<file path="src/rtl/lsu_pkg.sv">
// lsu_pkg: shared encodings for the load/store unit.
// Size codes, FSM states, request bundle and lane helpers.
package lsu_pkg;

  localparam logic [1:0] SZ_BYTE = 2'b00;
  localparam logic [1:0] SZ_HALF = 2'b01;
  localparam logic [1:0] SZ_WORD = 2'b10;

  localparam logic [31:0] BYTE_MASK = 32'h0000_00ff;
  localparam logic [31:0] HALF_MASK = 32'h0000_ffff;

  typedef enum logic [1:0] {
    S_IDLE,
    S_LOAD,
    S_RMW,
    S_WRITE
  } lsu_state_e;

  typedef struct packed {
    logic        write;
    logic [1:0]  size;
    logic        uns;
    logic [31:0] addr;
    logic [31:0] wdata;
  } lsu_req_t;

  // Size 11 behaves as a word access.
  function automatic logic is_word(
    input logic [1:0] size
  );
    return size[1];
  endfunction

  function automatic logic misaligned(
    input logic [1:0] size,
    input logic [1:0] off
  );
    return ((size == SZ_HALF) && off[0]) ||
           (is_word(size) && (off != 2'b00));
  endfunction

endpackage

</file>
<file path="src/rtl/lsu_lane_mux.sv">
// lsu_lane_mux: byte/half lane extract with sign/zero
// extension, and lane merge for read-modify-write stores.
module lsu_lane_mux
  import lsu_pkg::*;
(
  input  logic [31:0] rdata,
  input  logic [1:0]  off,
  input  logic [1:0]  size,
  input  logic        uns,
  input  logic [31:0] wdata,
  output logic [31:0] ext,
  output logic [31:0] merged
);

  logic [4:0]  bsh;
  logic [4:0]  hsh;
  logic [7:0]  b;
  logic [15:0] h;

  assign bsh = {off, 3'b000};
  assign hsh = {off[1], 4'b0000};
  assign b   = 8'(rdata >> bsh);
  assign h   = 16'(rdata >> hsh);

  // Extract the addressed lane and splice the store lane.
  always_comb begin
    ext    = rdata;
    merged = wdata;
    unique case (1'b1)
      (size == SZ_BYTE): begin
        ext    = {{24{b[7] & ~uns}}, b};
        merged = (rdata & ~(BYTE_MASK << bsh)) |
                 ({24'b0, wdata[7:0]} << bsh);
      end
      (size == SZ_HALF): begin
        ext    = {{16{h[15] & ~uns}}, h};
        merged = (rdata & ~(HALF_MASK << hsh)) |
                 ({16'b0, wdata[15:0]} << hsh);
      end
      default: begin
        ext    = rdata;
        merged = wdata;
      end
    endcase
  end

endmodule

</file>
<file path="src/rtl/load_store_unit.sv">
// load_store_unit: MEM-stage LSU, sub-word stores via RMW.
// Optional LSU_MISALIGN_TRAP_EN rejects misaligned half/word.
module load_store_unit
  import lsu_pkg::*;
(
  input  logic        clk,
  input  logic        rst_n,
  input  logic        req_valid,
  output logic        req_ready,
  input  logic        req_write,
  input  logic [1:0]  req_size,
  input  logic        req_unsigned,
  input  logic [31:0] req_addr,
  input  logic [31:0] req_wdata,
  output logic        rsp_done,
  output logic [31:0] rsp_rdata,
  output logic        rsp_misalign,
  output logic        dm_MemRead,
  output logic        dm_MemWrite,
  output logic [31:0] dm_Address,
  output logic [31:0] dm_WriteData,
  input  logic [31:0] dm_ReadData
);

  lsu_state_e  state;
  lsu_req_t    req_q;
  logic [31:0] merge_q;
  logic [31:0] ext;
  logic [31:0] merged;
  logic        mis_q;
  logic        accept;
  logic        reject;

`ifdef LSU_MISALIGN_TRAP_EN
  assign reject = misaligned(req_size, req_addr[1:0]);
`else
  assign reject = 1'b0;
`endif

  assign req_ready    = (state == S_IDLE);
  assign accept       = req_valid & req_ready;
  assign rsp_misalign = mis_q;

  assign dm_MemRead   = (state == S_LOAD) ||
                        (state == S_RMW);
  assign dm_MemWrite  = (state == S_WRITE) && req_q.write;
  assign dm_WriteData = dm_MemWrite ? merge_q : '0;
  assign dm_Address   = req_ready ? '0 :
                        {req_q.addr[31:2], 2'b00};

  lsu_lane_mux u_lane (
    .rdata  (dm_ReadData),
    .off    (req_q.addr[1:0]),
    .size   (req_q.size),
    .uns    (req_q.uns),
    .wdata  (req_q.wdata),
    .ext    (ext),
    .merged (merged)
  );

  // Request FSM with registered response outputs.
  always_ff @(posedge clk or negedge rst_n) begin
    if (!rst_n) begin
      state     <= S_IDLE;
      req_q     <= '0;
      merge_q   <= '0;
      rsp_done  <= 1'b0;
      rsp_rdata <= '0;
      mis_q     <= 1'b0;
    end else begin
      rsp_done <= 1'b0;
      mis_q    <= 1'b0;
      unique case (state)
        S_IDLE: begin
          if (accept && !reject) begin
            req_q <= '{write: req_write,
                       size:  req_size,
                       uns:   req_unsigned,
                       addr:  req_addr,
                       wdata: req_wdata};
            merge_q <= req_wdata;
            state   <= !req_write ? S_LOAD :
                       is_word(req_size) ? S_WRITE :
                       S_RMW;
          end else if (accept) begin
            rsp_done <= 1'b1;
            mis_q    <= 1'b1;
          end
        end
        S_LOAD: begin
          rsp_rdata <= ext;
          rsp_done  <= 1'b1;
          state     <= S_IDLE;
        end
        S_RMW: begin
          merge_q <= merged;
          state   <= S_WRITE;
        end
        S_WRITE: begin
          rsp_done <= 1'b1;
          state    <= S_IDLE;
        end
        default: state <= S_IDLE;
      endcase
    end
  end

endmodule

</file>
<file path="config.mk">
export PLATFORM = sky130hd
export DESIGN_NAME = load_store_unit
export DESIGN_NICKNAME = d
export VERILOG_FILES = /design/src/rtl/lsu_pkg.sv /design/src/rtl/lsu_lane_mux.sv /design/src/rtl/load_store_unit.sv
export SDC_FILE = /design/constraint.sdc
export NUM_CORES = 1
export LEC_CHECK = 0
export CELL_PAD_IN_SITES_DETAIL_PLACEMENT = 1
export CELL_PAD_IN_SITES_GLOBAL_PLACEMENT = 1
export CORE_MARGIN = 1.5
export CORE_UTILIZATION = 40
export DETAILED_ROUTE_END_ITERATION = 7
export GPL_TIMING_DRIVEN = 0
export PLACE_DENSITY_LB_ADDON = 0.25
export SKIP_CTS_REPAIR_TIMING = 1
export SYNTH_ARGS = -nofsm -noshare
export SYNTH_HDL_FRONTEND = slang
export SYNTH_SLANG_ARGS = --single-unit
</file>
<file path="constraint.sdc">
create_clock -name clk -period 3.04 [get_ports clk]
set_clock_uncertainty 0.05 [all_clocks]
set_input_delay 0.912 -clock clk [delete_from_list [all_inputs] [get_ports clk]]
set_output_delay 0.912 -clock clk [all_outputs]
set_load 0.005 [all_outputs]
</file>
[Yosys cells after proc, flatten, opt, wreduce, memory -nomap -nowiden]
Index checks and enable logic that the tools add are counted.
Word-level totals
  input bits: 103
  register bits after elaboration: 135
Cells by class
  bitwise gates (word level): 10
  reductions and logical operators: 8
  multiplexer cells: 11
  equality and inequality tests: 5
  shift-type cells: 6
Operator list (count)
  $pmux 32 s2: 3
  $mux 32: 3
  $and 32x32->32: 2
  $not 32->32: 2
  $or 32x32->32: 2
  $shl 16x5->32: 1
  $shl 16x5->32 const A: 1
  $shl 8x5->32: 1
  $shl 8x5->32 const A: 1
  $shr 32x5->16: 1
  $shr 32x5->8: 1
  $pmux 2 s3: 1
  $eq 2x1->1 const B: 2
  $eq 2x2->1 const B: 2
  $logic_not 2->1: 2
  $mux 2: 2
  $reduce_and 2->1: 2
  $and 1x1->1: 3
  $mux 1: 2
  $ne 2x1->1 const B: 1
  $reduce_bool 2->1: 1
  $reduce_or 2->1: 1
  $logic_and 1x1->1: 1
  $logic_or 1x1->1: 1
  $not 1->1: 1

[Longest topological paths before layout]
  depth in word-level cells: 6
  depth in mapped cells: 9
  gate-level depth less buffers: 6

[Modules after synthesis]
From an unflattened synthesis, not the netlist that was laid out.
Unflattened totals
  cells, all modules: 654
  area total of the unflattened synthesis: 7691.1 um^2
Modules (own cells, without submodules)
  load_store_unit: cells an instance 411, times used 1, seq. area each 3378.2 um^2, area each 6092.1 um^2
  lsu_lane_mux: cells an instance 243, times used 1, seq. area each 0.0 um^2, area each 1599.0 um^2

[Worst setup path before layout]
No wires, ideal clock.
  path type: reg2out
  start point: register state[0]
  end point: output dm_Address[10]
  buffers on the path: 3
  data arrival time: 1.459 ns
  data required time: 2.078 ns
  path slack: 0.619 ns
  stages on the path, launching flop included: 7
  cells stage by stage: dfrtp_1 > inv_1 > ha_1 > clkbuf_1 > clkbuf_1 > clkbuf_1 > nor2b_1
On the way
  word-level cells in the longest chain between the ends: 2
Ends and longest elaborated chain
  start: declaration: RTL line load_store_unit.sv:25  | lsu_state_e state;
  start signal: assignment: RTL line load_store_unit.sv:82  | state <= !req_write ? S_LOAD :
  $logic_not 2->1: RTL line load_store_unit.sv:40  | assign req_ready = (state == S_IDLE);
  named net req_ready: RTL line load_store_unit.sv:9  | output logic req_ready,
  $mux 32: RTL line load_store_unit.sv:48  | assign dm_Address = req_ready ? '0 :
  end: declaration: RTL line load_store_unit.sv:20  | output logic [31:0] dm_Address,
The timed path passes the listed nets, and every way through them passes these cells.

[Final worst setup path]
  start point: register state[0]
  end point: output dm_Address[31]
On the way
  word-level cells in the longest chain between the ends: 2
Ends and longest elaborated chain (RTL line)
  $logic_not 2->1: load_store_unit.sv:40
  $mux 32: load_store_unit.sv:48
No other way between the ends.

==> metrics <==
DR WL met2=approximately 13,000 um; Clk network pwr share=18.0%; Final ANT Viol Nets=0; family with the most delay on the worst path=buffers and inverters; final net count=around 1,000; row count=49; Post-synth EDFFs=0; drt wl/cell=about 23 um; period utilisation layout=99.7%; clock-pin slew on the worst setup and hold paths=roughly 0.060 ns; leakage power=approximately 0.0046 uW; startpoint class of the critical path=flip-flop; GRT overflow=0; syn avg cell area=approximately 10 sq um; max-slew violation count=0; Initial Utilization=between 40 and 50%; layout cell share with drive strength beyond 1=a little under a fifth; DR top layer=met4; Synth Instances=around 710; Inst Count DP=around 1,100; worst slew pin tran=between 0.8 and 0.9 ns; Sw Share=a little under 40%; CP required=~2.1 ns; number of fill cells in the layout=approximately 2,000; WHS=0.444 ns; FF+latch area=~3400 sq um; Setup-failing EPs final=0; Multi-input gate area=around 3600 sq um; cells along the critical path=inv_2 > ha_4 > buf_4 > buf_6 > nor2b_1 > clkdlybuf4s50_1; first-pass GRT wire length=42,400 um; Internal Pwr Total=around 7200 uW; Yosys reg bits=between 100 and 150; FF-to-FF path depth=7; critical path depth=6; CTS Buf Count=17; sequential share of the synthesized area=46.2%; CTS root buf=clkbuf_16; P_sw=between 4000 and 5000 uW; Final Instance Count excl. Fillers=1,176; relative slew slack=42.6%; Placed Instance Area=between 9000 and 10,000 sq um; reg2reg start=state[0]$_DFFE_PN0P_; first-pass iteration count of the detailed router=5; crit end category=output port; CTS tree=done; Bufs and invs on worst path=4; crit path kind=reg -> out; core box area=18,000 sq um; fin crit period=around 3 ns; clock sink count=between 100 and 150; die width=about 140 um; largest net degree at the start of global routing=80; drt first-iter violations=470; Power Dens Cells=roughly 1100 nW/um^2; DR vias/cell=5.95; RD Place Congestion=roughly 0.92; crit-path max cell delay=approximately 0.50 ns; HP Class=reg -> reg; area added between synthesis and finish=42.0%; M1 WL=approximately 11,000 um; ant diodes=0; sequential power share=between 20% and 30%; Critical-path top delay cell=clkdlybuf4s50_1; RSZ-0062 raised after global routing=yes; drc violations=0; most common cell after layout, fill and taps aside=clkdlybuf4s50_1; die area=~19,000 sq um; Synth async-reset ratio=between 90% and 100%; Max Freq=330 MHz; Data arrival, critical path=between 2 and 2.5 ns; DRT Wirelength=approximately 27,000 um; vias in the first global route=roughly 7,300; worst-case clock buffer depth=2; Die Y=roughly 140 um; hold path cells=1; Total GRT Usage=between 20 and 30%; Max VDD drop=around 0.00060 V; distinct cell type count after synthesis=41; prevailing post-synth register cell=dfrtp_1; Setup WS pre-CTS=-0.397 ns; htree depth=4; endpoints failing hold=0; io pins=between 200 and 250; status=finished, final reports clean; initial antenna violation count=0; vias=7,003; Critical path origin=state[0]$_DFFE_PN0P_; hold_sp=req_q[41]$_DFFE_PN0P_; HPWL after DPL=slightly below 20,000 um; commonest non-fill, non-tap cells in the layout=clkdlybuf4s50_1, dfrtp_1, mux2_2; max_cap viols=0; combinational share of power=about 53%; crit-path max FO=10; YS warnings=0; I/O Buffers=between 150 and 200; final instance area=about 10,000 sq um; mapped cell area=~7300 sq um; met3 wire length=2260 um; Final WS setup=0.0106 ns; Clock Latency Late Sink=about 0.43 ns
==> sequential cells by signal, summed over array words and instances (netlist names) <==
signal / cells
merge_q: 32
state: 2
req_q: 68
rsp_rdata: 32
rsp_done: 1
==> power by group through the flow <==
stage,Clock [uW],Combinational [uW],Sequential [uW]
3_3_place_gp,0,5920,3380
4_1_cts,2150,6160,3400
3_5_place_dp,0,6080,3410
6_report,2130,6240,3430
2_1_floorplan,0,3610,3200
5_1_grt,2220,6740,3540
==> final timing paths <==
check / to / slack [ns]
max: dm_Address[31] / 0.01
min: req_q[41]$_DFFE_PN0P_ / 0.44
min in group asynchronous: rsp_rdata[25]$_DFFE_PN0P_ / 0.45
min reg2reg: req_q[41]$_DFFE_PN0P_ / 0.44
max reg2reg: merge_q[14]$_DFFE_PN0P_ / 0.67
max in group asynchronous: state[0]$_DFFE_PN0P_ / 1.73
==> cells by family (layout without fill, tap and decap cells) <==
logic type                 Yosys count  after routing  share of synthesized area (%)
and+or+nand+nor                    188            188                           12.5
adders and majority gates            4              4                          0.684
DFF                                135            135                           46.2
buffers and inverters               79            312                           4.92
muxes                              114            114                           17.3
other                                1              3                         0.0512
AOI/OAI and AO/OA                  191            191                           18.4
==> per-layer routing <==
layer  track usage (%)  vias up
li1                  -     3069
met2              47.7      332
met4              10.5        0
met5                 0        -
met3              7.93       45
met1              35.9     3557
==> final cells by class <==
type	count	area share [%]
clock buffer	25	4.96
clock inverter	7	0.867
sequential	135	32.5
timing repair buffer	202	20.2
multi-input combinational	500	34.8
tap	229	2.76
buffer	66	3.41
inverter	12	0.433
==> cells in the mapped netlist (2+ instances only) <==
cell      number  share of area (%)
dfrtp_1      135                 46
mux2_2        92                 14
nand2_1       61                3.1
nor2_1        45                2.3
clkbuf_1      36                1.8
nor2b_1       35                3.0
o22ai_1       35                3.0
and3_1        33                2.8
a21oi_1       26                1.8
a31oi_1       25                2.1
a221oi_1      24                2.9
o22a_1        24                2.9
buf_2         21                1.4
mux2i_1       20                2.7
a211oi_1      16                1.6
a22oi_1       10                1.0
inv_1         10               0.51
o21ai_0       10               0.68
a22o_1         8               0.96
buf_4          6               0.62
and2_1         4               0.34
ha_1           4               0.68
o211ai_1       4               0.41
o221ai_1       4               0.48
a311oi_1       3               0.36
buf_1          2               0.10
buf_6          2               0.31
clkinv_1       2               0.10
nand2b_1       2               0.17
nor3b_1        2               0.21
==> per-stage QoR <==
step	setup TNS [ns]	utilization (%)	power [uW]
final	0	57.9	11800
after global routing	-0.388	57.9	12500
after CTS	-32.20	57.0	11700
after detailed placement	-7.72	53.6	9500
after global placement	-628.38	53.5	9300
after floorplan	0	-	6810
Power figures use the tool's default switching activity.
